## src/rtl/credential_entry_pkg.sv

```systemverilog
`default_nettype none
// ============================================================================
//  Package     : credential_pkg
//  Description : Shared constants, state encoding and helpers for the
//                credential entry front-end.
//  Revision    : 1.0 - initial release
// ============================================================================
package credential_pkg;

    localparam int DIGIT_W    = 4;
    localparam int SLOTS      = 8;
    localparam int USER_SLOTS = SLOTS / 2;
    localparam int CNT_W      = 4;

    localparam logic [1:0] USER = 2'd0;
    localparam logic [1:0] PASS = 2'd1;
    localparam logic [1:0] FULL = 2'd2;

    // State is a pure function of the committed digit count.
    function automatic logic [1:0] state_of(input logic [CNT_W-1:0] cnt);
        if (cnt < CNT_W'(USER_SLOTS))
            return USER;
        else if (cnt < CNT_W'(SLOTS))
            return PASS;
        else
            return FULL;
    endfunction

endpackage
`default_nettype wire

```

## src/rtl/credential_entry_btn_conditioner.sv

```systemverilog
`default_nettype none
// ============================================================================
//  Module      : btn_conditioner
//  Description : Raw button -> 2-flop synchronizer -> optional debounce ->
//                registered rising-edge pulse (one pulse per press).
//                Debounce is built only when CREDENTIAL_ENTRY_DEBOUNCE_EN is
//                defined.
//  Revision    : 1.0 - initial release
// ============================================================================
module btn_conditioner #(
    parameter int DEBOUNCE_CYCLES = 250000
) (
    input  logic clk,
    input  logic rst,
    input  logic raw,
    output logic pulse
);

`ifdef CREDENTIAL_ENTRY_DEBOUNCE_EN
    localparam bit c_DB_EN = 1'b1;
`else
    localparam bit c_DB_EN = 1'b0;
`endif

    logic r_sync1;
    logic r_sync2;
    logic r_prev;
    logic r_pulse;
    logic w_level;

    // Bring the asynchronous button level into the clk domain.
    always_ff @(posedge clk) begin
        if (rst) begin
            r_sync1 <= 1'b0;
            r_sync2 <= 1'b0;
        end else begin
            r_sync1 <= raw;
            r_sync2 <= r_sync1;
        end
    end

    generate
        if (c_DB_EN && (DEBOUNCE_CYCLES > 0)) begin : g_debounce
            localparam int c_CNT_W = $clog2(DEBOUNCE_CYCLES + 1);
            localparam logic [c_CNT_W-1:0] c_CNT_LAST = c_CNT_W'(DEBOUNCE_CYCLES - 1);

            logic [c_CNT_W-1:0] r_db_cnt;
            logic               r_db_level;

            // Accept a new level only after it has differed for the full window.
            always_ff @(posedge clk) begin
                if (rst) begin
                    r_db_cnt   <= '0;
                    r_db_level <= 1'b0;
                end else if (r_sync2 == r_db_level) begin
                    r_db_cnt   <= '0;
                end else if (r_db_cnt == c_CNT_LAST) begin
                    r_db_cnt   <= '0;
                    r_db_level <= r_sync2;
                end else begin
                    r_db_cnt   <= r_db_cnt + 1'b1;
                end
            end

            assign w_level = r_db_level;
        end else begin : g_nodebounce
            assign w_level = r_sync2;
        end
    endgenerate

    // Registered rising-edge detect: a held button yields a single pulse.
    always_ff @(posedge clk) begin
        if (rst) begin
            r_prev  <= 1'b0;
            r_pulse <= 1'b0;
        end else begin
            r_prev  <= w_level;
            r_pulse <= w_level & ~r_prev;
        end
    end

    assign pulse = r_pulse;

endmodule
`default_nettype wire

```

## src/rtl/credential_entry.sv

```systemverilog
`default_nettype none
// ============================================================================
//  Module      : credential_entry
//  Description : Collects 4 username + 4 password digits from switches, one
//                per Enter press, with Back/Clear editing and flag
//                acknowledge towards the unlocker. Optional button debounce
//                via CREDENTIAL_ENTRY_DEBOUNCE_EN.
//  Revision    : 1.0 - initial release
// ============================================================================
module credential_entry
    import credential_pkg::*;
#(
    parameter int DEBOUNCE_CYCLES = 250000
) (
    input  logic               clk,
    input  logic               rst,
    input  logic [DIGIT_W-1:0] digitSw,
    input  logic               btnEnter,
    input  logic               btnBack,
    input  logic               btnClear,
    input  logic               btnAck,
    input  logic               resetCount,
    input  logic               flag,
    output logic [CNT_W-1:0]   inputCount,
    output logic [DIGIT_W-1:0] userNameInput0,
    output logic [DIGIT_W-1:0] userNameInput1,
    output logic [DIGIT_W-1:0] userNameInput2,
    output logic [DIGIT_W-1:0] userNameInput3,
    output logic [DIGIT_W-1:0] passwordInput0,
    output logic [DIGIT_W-1:0] passwordInput1,
    output logic [DIGIT_W-1:0] passwordInput2,
    output logic [DIGIT_W-1:0] passwordInput3,
    output logic               flagResolve
);

    localparam int c_IDX_W = $clog2(SLOTS);

    // Slot k is the k-th digit entered: slot 0 = userNameInput3 (MSB nibble),
    // slot 4 = passwordInput3, slot 7 = passwordInput0.
    logic [DIGIT_W-1:0] r_slot     [SLOTS];
    logic [DIGIT_W-1:0] w_slot_nxt [SLOTS];
    logic [CNT_W-1:0]   r_cnt;
    logic [CNT_W-1:0]   w_cnt_nxt;
    logic [1:0]         r_state;
    logic [1:0]         w_state_nxt;
    logic               r_fr;
    logic               w_fr_nxt;
    logic               r_rc_prev;

    logic               w_enter_p;
    logic               w_back_p;
    logic               w_clear_p;
    logic               w_ack_p;
    logic               w_rc_rise;
    logic               w_clear;
    logic [c_IDX_W-1:0] w_wr_idx;
    logic [c_IDX_W-1:0] w_bk_idx;

    btn_conditioner #(.DEBOUNCE_CYCLES(DEBOUNCE_CYCLES)) u_enter (
        .clk(clk), .rst(rst), .raw(btnEnter), .pulse(w_enter_p));
    btn_conditioner #(.DEBOUNCE_CYCLES(DEBOUNCE_CYCLES)) u_back (
        .clk(clk), .rst(rst), .raw(btnBack),  .pulse(w_back_p));
    btn_conditioner #(.DEBOUNCE_CYCLES(DEBOUNCE_CYCLES)) u_clear (
        .clk(clk), .rst(rst), .raw(btnClear), .pulse(w_clear_p));
    btn_conditioner #(.DEBOUNCE_CYCLES(DEBOUNCE_CYCLES)) u_ack (
        .clk(clk), .rst(rst), .raw(btnAck),   .pulse(w_ack_p));

    // resetCount is already in the clk domain; only its 0->1 edge matters.
    assign w_rc_rise = resetCount & ~r_rc_prev;
    assign w_clear   = w_clear_p | w_rc_rise;
    assign w_wr_idx  = r_cnt[c_IDX_W-1:0];
    assign w_bk_idx  = c_IDX_W'(r_cnt - 1'b1);

    // State register: count, digit buffer, encoded state and acknowledge.
    always_ff @(posedge clk) begin
        if (rst) begin
            r_cnt     <= '0;
            r_state   <= USER;
            r_fr      <= 1'b0;
            r_rc_prev <= 1'b0;
            for (int i = 0; i < SLOTS; i++) r_slot[i] <= '0;
        end else begin
            r_cnt     <= w_cnt_nxt;
            r_state   <= w_state_nxt;
            r_fr      <= w_fr_nxt;
            r_rc_prev <= resetCount;
            for (int i = 0; i < SLOTS; i++) r_slot[i] <= w_slot_nxt[i];
        end
    end

    // Next-state: one action per cycle, clear > ack > back > enter.
    always_comb begin
        w_cnt_nxt = r_cnt;
        w_fr_nxt  = 1'b0;
        for (int i = 0; i < SLOTS; i++) w_slot_nxt[i] = r_slot[i];

        if (w_clear) begin
            w_cnt_nxt = '0;
            for (int i = 0; i < SLOTS; i++) w_slot_nxt[i] = '0;
        end else if (w_ack_p && flag) begin
            w_fr_nxt  = 1'b1;
            w_cnt_nxt = '0;
            for (int i = 0; i < SLOTS; i++) w_slot_nxt[i] = '0;
        end else if (w_back_p && !flag && (r_cnt != '0)) begin
            w_cnt_nxt            = r_cnt - 1'b1;
            w_slot_nxt[w_bk_idx] = '0;
        end else if (w_enter_p && !flag && (r_state != FULL)) begin
            w_cnt_nxt            = r_cnt + 1'b1;
            w_slot_nxt[w_wr_idx] = digitSw;
        end

        w_state_nxt = state_of(w_cnt_nxt);
    end

    // Outputs: map slots onto the unlocker's nibble ports.
    always_comb begin
        inputCount     = r_cnt;
        flagResolve    = r_fr;
        userNameInput3 = r_slot[0];
        userNameInput2 = r_slot[1];
        userNameInput1 = r_slot[2];
        userNameInput0 = r_slot[3];
        passwordInput3 = r_slot[4];
        passwordInput2 = r_slot[5];
        passwordInput1 = r_slot[6];
        passwordInput0 = r_slot[7];
    end

endmodule
`default_nettype wire

```

## config.mk

```make
export PLATFORM = sky130hd
export DESIGN_NAME = credential_entry
export DESIGN_NICKNAME = d
export VERILOG_FILES = /design/src/rtl/credential_entry_pkg.sv /design/src/rtl/credential_entry_btn_conditioner.sv /design/src/rtl/credential_entry.sv
export SDC_FILE = /design/constraint.sdc
export NUM_CORES = 1
export LEC_CHECK = 0
export CAP_MARGIN = 10
export CORE_AREA = 2 2 103 75
export CTS_CLUSTER_DIAMETER = 30
export DETAILED_ROUTE_END_ITERATION = 6
export DIE_AREA = 0 0 105 77
export GPL_TIMING_DRIVEN = 0
export PLACE_DENSITY = 0.58
export SLEW_MARGIN = 25
export SYNTH_ARGS = -nofsm -noshare
export SYNTH_HDL_FRONTEND = slang
export SYNTH_SLANG_ARGS = --single-unit
```

## constraint.sdc

```tcl
create_clock -name clk -period 4.59 [get_ports clk]
set_clock_uncertainty 0.1 [all_clocks]
set_input_delay 0.6885 -clock clk [delete_from_list [all_inputs] [get_ports clk]]
set_output_delay 0.6885 -clock clk [all_outputs]
set_load 0.01 [all_outputs]
```

After elaboration in Yosys (flattened, before gate mapping)
Memories as Yosys holds them, arrays and structs flattened.
Index checks and enable logic that the tools add are counted.
Widths: inputs -> output; s select.
{ "word_totals": {"regBits": 24, "out_inout_bits": 37, "mem_count": 1, "inputBits": 12, "elab_cells": 90, "ramBits": 32, "romBits": 0, "latchBits": 0} }
{ "mem_list": {"columns": ["memory", "depth", "word_bits", "rd", "rd_clocked_by_memory_dff", "write_ports", "line", "source"], "rows": [
  ["r_slot", 8, 4, 8, 0, 8, "credential_entry.sv:40", "logic [DIGIT_W-1:0] r_slot [SLOTS];"]
]} }
{ "op_classes": {"bitwise_logic": 23, "n_mul": 0, "n_mux": 26, "n_shift": 0, "eq_ne": 1, "n_reduce_logical": 11, "n_div": 0, "order_cmp": 6, "addsub": 2} }
{ "op_table": {"columns": ["operator", "n"], "rows": [
  ["$mux 32", 4],
  ["$mux 4", 14],
  ["$and 32x32->32", 1],
  ["$bwmux 32", 1],
  ["$not 32->32", 1],
  ["$demux 4 s3", 2],
  ["$or 1x1->1", 9],
  ["$ge 4x4->1 const B", 2],
  ["$lt 4x1->1 const B", 2],
  ["$not 3->4", 2],
  ["$logic_and 1x1->1", 7],
  ["$and 1x1->1", 5],
  ["$not 1->1", 5],
  ["$add 4x1->4 const B", 1],
  ["$lt 4x3->1 const B", 1],
  ["$lt 4x4->1 const B", 1],
  ["$mux 1", 4],
  ["$reduce_bool 4->1", 1],
  ["$reduce_or 2->1", 2],
  ["$sub 4x1->4 const B", 1],
  ["$mux 2", 1],
  ["$ne 2x2->1 const B", 1],
  ["$logic_not 1->1", 1]
]} }

Logic depth before layout (Yosys ltp)
{ "logic_depth": {"word_depth": 12, "depth_mapped": 9, "depth_no_buf": 7} }

By module
A second synthesis with hierarchy kept.
{ "unflattened": {"hier_cells": 196, "hier_area_um2": 2122.0} }
{ "by_module_without_submodules": {"columns": ["module", "cells_per_inst", "seq_area_each_um2", "instances", "area_each_um2"], "rows": [
  ["credential_entry", 164, 800.8, 1, 1676.6],
  ["btn_conditioner", 8, 80.1, 4, 111.4]
]} }

Least setup slack after synthesis
OpenSTA, ideal clock, no wires.
{ "synth_timing": {"path_kind": "reg-to-reg", "start": "register r_cnt[0] (netlist: inputCount[0])", "end": "memory r_slot[7][0] (netlist: r_slot[1][12])", "t_arrival_ns": 2.069, "setup_time_ns": 0.060, "stages_incl_launch_ff": 9, "path_slack_ns": 2.361, "t_required_ns": 4.430, "cell_sequence": "dfxtp_1 -> clkbuf_1 -> inv_1 -> ha_1 -> and3b_1 -> a21oi_1 -> nor2_1 -> a211oi_1 -> a22o_1"} }
{ "synth_lines": {"columns": ["element", "line", "source"], "rows": [
  ["start, declared", "credential_entry.sv:42", "logic [CNT_W-1:0] r_cnt;"],
  ["start signal, assigned", "credential_entry.sv:83", "r_cnt <= w_cnt_nxt;"],
  ["end, declared", "credential_entry.sv:40", null]
]} }

==> summary by stage <==
Run status
The flow ran to the end, and the final reports show no timing, DRC or antenna violations.

STA
The final number of max-transition violations is 0. Setup violations remaining at the end of the flow were counted as 0. Setup repair after global routing left no endpoint under its margin.

The actual transition at the worst max-transition pin is 0.586 ns. The maximum achievable frequency is 368 MHz. The setup TNS is 0 ns. The worst slew margin relative to its limit is 60.7%.

The ratio of final minimum period to clock period is around 59%. Counting I/O delays and the setup requirement, the final critical path takes 2.72 ns. The hold violation count in the final report came to 0.

Global routing
The overflow left after global routing is 0. The met1 track demand over resource is 16.9%. The via count of the first global-routing pass is 1550. The total global-route track usage is 11.9%.

Global routing consumed, on the met3 layer, under 10% of the routing resources. The global-route wire length before repair is approximately 7600 um. The initial antenna violation count is 0. The routing layer with the top usage in global route is met2.

For this run, global-route usage on met2 was measured as 17.6%. Entering global routing, the biggest net connects 20 pins.

Synth
The number of distinct library cells after synthesis is 41. The number of nets in the synthesized netlist is 224. After synthesis the netlist holds a flip-flop and latch count of 56. By area, the combinational part of the netlist is dominated by simple AND/OR/NAND/NOR gates. The number of enable-type register cells in the synthesized netlist is 0. The synthesized netlist devotes 16.0% of its cell area to compound gates. The adder and majority gate portion of the synthesized area is 1.19%. The cell count after synthesis came out at 210.

Measured against the total synthesized area, the mux share comes to 0%. The synthesized area divided by synthesized cell count is 9.99 um2. The fraction of the yosys area taken by sequential cells is 53.4%.

The most used flip-flop cell after synthesis is dfxtp_1. For this run, asynchronously set or reset flops after synthesis account for 0%. The xor/xnor share of the synthesized area is around 1.7%. The basic-gate share of the synthesized area counting and, or, nand and nor cells is 24.2%. For this run, the number of Yosys warnings is 0.

The mapped cell area is 2100 um2.

Worst setup path
The classification of the worst setup path is reg -> reg. The critical path endpoint category is a flop. In this run the number of cells on the critical path is 8.

The delay contributed by the slowest stage of the critical path is about 0.54 ns. Data on the critical path arrives at its endpoint at between 2 and 3 ns. The critical path contains buffers and inverters numbering 2 combined. For the worst setup path, the data required time is 4.75 ns. Traced cell by cell, the critical path runs through clkbuf_1 > inv_1 > ha_1 > and3b_1 > a21oi_1 > nor2_1 > a211oi_1 > a22o_1. The slowest stage of the critical path belongs to the cell a211oi_1. The sort of element at the start of the critical path is a flop. For the worst flop-to-flop path, the logic depth is 8. The worst register-to-register path has a setup slack of 1.87 ns. In this run the worst path has a maximum fanout of 10. The family of cells with the greatest summed delay on the critical path is compound AO/OA/AOI/OAI gates.

Route
The detail route stage leaves a number of antenna-violating nets equal to 0. The routed length per placed instance is 13.1 um. The final routed wirelength across all metal layers is roughly 4800 um. Dividing the detail-routed via count by the number of cells gives 4.66.

The routed via count is roughly 1700. The initial detailed-routing violation count is around 110. The number of detailed-route iterations in the first pass is 4. The total DRC errors in the routed layout is 0.

Floorplanning
The die covers between 8000 and 9000 um2. The starting density of the core is 29.6%. After floorplanning, the core was sized to cover 7090 um2.

The die height is 77 um. The number of I/O pins is 49. The floorplan has 26 rows. The die outline width is between 100 and 150 um.

Worst hold path
Along the worst hold path, the cell count comes to 1. The worst hold-check path type is reg -> reg.

CTS
The tree is rooted in a clkbuf_8. The clock sink count is 56. The clock-pin slew of the registers on the worst-case setup and hold paths is 0.11 ns. Clock latency on the worst-skew pair, taken at its later pin, is about 0.31 ns. No sink is reached through more buffers than the 2 on the longest clock path. The total number of H-tree levels is 2. The quantity of gates resized following cts is 0. TritonCTS built the clock tree.

The count of hold buffers inserted by post-cts repair is 0. The number of clock buffers added by TritonCTS is 5. Buffers added to address setup during post-CTS repair amount to 0.

Final layout
The register with the most flip-flops in the layout has 32 of them. Summing all flip-flop and latch instances after layout gives around 1100 um2. The fraction of final layout cells with drive strength greater than 1 is 8.65%. The area growth from synthesis to layout is 33.3%. The area of all placed cells without fillers is 2800 um2. The top register by number of flip-flops is r_slot. Leaving out fill and tap cells, the most frequent cell in the layout is dfxtp_1. The final net count is 279. The area taken by multi-input logic gates is 903 um2. The number of antenna diodes in the final layout is 0. The top cell types in the final layout, fill and taps aside, are dfxtp_1 (56), clkdlybuf4s50_1 (48), nand3_1 (20).

The number of filler instances in the final layout is 737.

Pwr
The leakage power of the design is around 0.00096 uW. The completed layout was analyzed and its total power is between 800 and 900 uW. Power spread over the standard cell area amounts to 292 nW/um2.

VDD sags by at most approximately 0.12 mV.

Placement
The post-placement cell area is approximately 2700 um2. The routability congestion estimate is a little under 0.9. Summed over all nets, the half-perimeter wirelength after detailed placement is 3660 um. The number of input and output port buffers inserted is between 40 and 50.

Job
Across the run, the number of max-cap violations was 0.
worst reg2reg max path, delay by kind of cell (launching register included):
family	cells	cell delay, ns
buffers and inverters	2	0.54
AO/OA/AOI/OAI	3	1.09
adder cells (fa/ha/maj)	1	0.29
flip-flops	1	0.38
AND/OR/NAND/NOR	2	0.27
metal layers:
layer	vias to the layer above	routed length (um)
li1	858	-
met1	783	2450
met2	52	1950
met3	4	330
met4	0	29
met5	-	0
logic make-up (layout without fill, tap and decap cells):
kind of cell,count (synthesis),after routing
AOI/OAI and AO/OA,49,49
adders and majority gates,2,2
xor gates and xnor gates,4,4
buffers and inverters,13,69
and+or+nand+nor,86,86
DFF,56,56
area by class of cell:
type | instances | area share [%]
buffer | 9 | 2.10
clock inverter | 3 | 0.984
tap | 98 | 4.38
multi-input combinational | 141 | 32.3
inverter | 4 | 0.537
sequential | 56 | 40.1
clock buffer | 5 | 2.46
timing repair buffer | 48 | 17.2
Yosys cell counts, types with 2 or more instances:
master    instances  share of area (%)
nor3_1            5                1.2
or4_4             3                1.6
a31oi_1           2               0.60
inv_1             4               0.72
nor2b_1          19                5.7
a22oi_1           4                1.4
a21oi_1           3               0.72
nand3_1          20                4.8
buf_2             2               0.48
xnor2_1           3                1.3
o21ai_0           7                1.7
nor3b_1           2               0.72
a32o_1            4                1.9
o21a_1            2               0.72
o21ai_1          12                2.9
ha_1              2                1.2
buf_6             3                1.6
nand2b_1          2               0.60
dfxtp_1          56                 53
a22o_1            8                3.3
nor2_1           14                2.5
clkbuf_1          4               0.72
nand2_1          11                2.0
per-stage QoR:
stage          hold slack, ns  utilization, %  setup WS [ns]  instances
2_1_floorplan           0.267               -           2.36        210
3_3_place_gp            0.272            38.1           1.93        356
3_5_place_dp            0.273            38.1           1.88        356
4_1_cts                 0.289            39.4           1.88        364
5_1_grt                 0.299            39.4           1.72        364
6_report                0.287            39.4           1.87        364
where the power goes:
part           switching, uW  internal [uW]  leakage, uW
clock                    169            112    0.0000463
sequential              1.78            491     0.000454
combinational           24.6           18.1     0.000464
final timing paths:
path                                   start                         end
setup / recovery  inputCount[0]$_SDFFE_PP0P_  r_slot[1][14]$_SDFFE_PP0P_
hold / removal     u_clear.r_prev$_SDFF_PP0_    u_clear.pulse$_SDFF_PP0_
setup reg to reg  inputCount[0]$_SDFFE_PP0P_  r_slot[1][14]$_SDFFE_PP0P_
hold reg to reg    u_clear.r_prev$_SDFF_PP0_    u_clear.pulse$_SDFF_PP0_
Note: power is estimated with default switching activity, not from simulation.
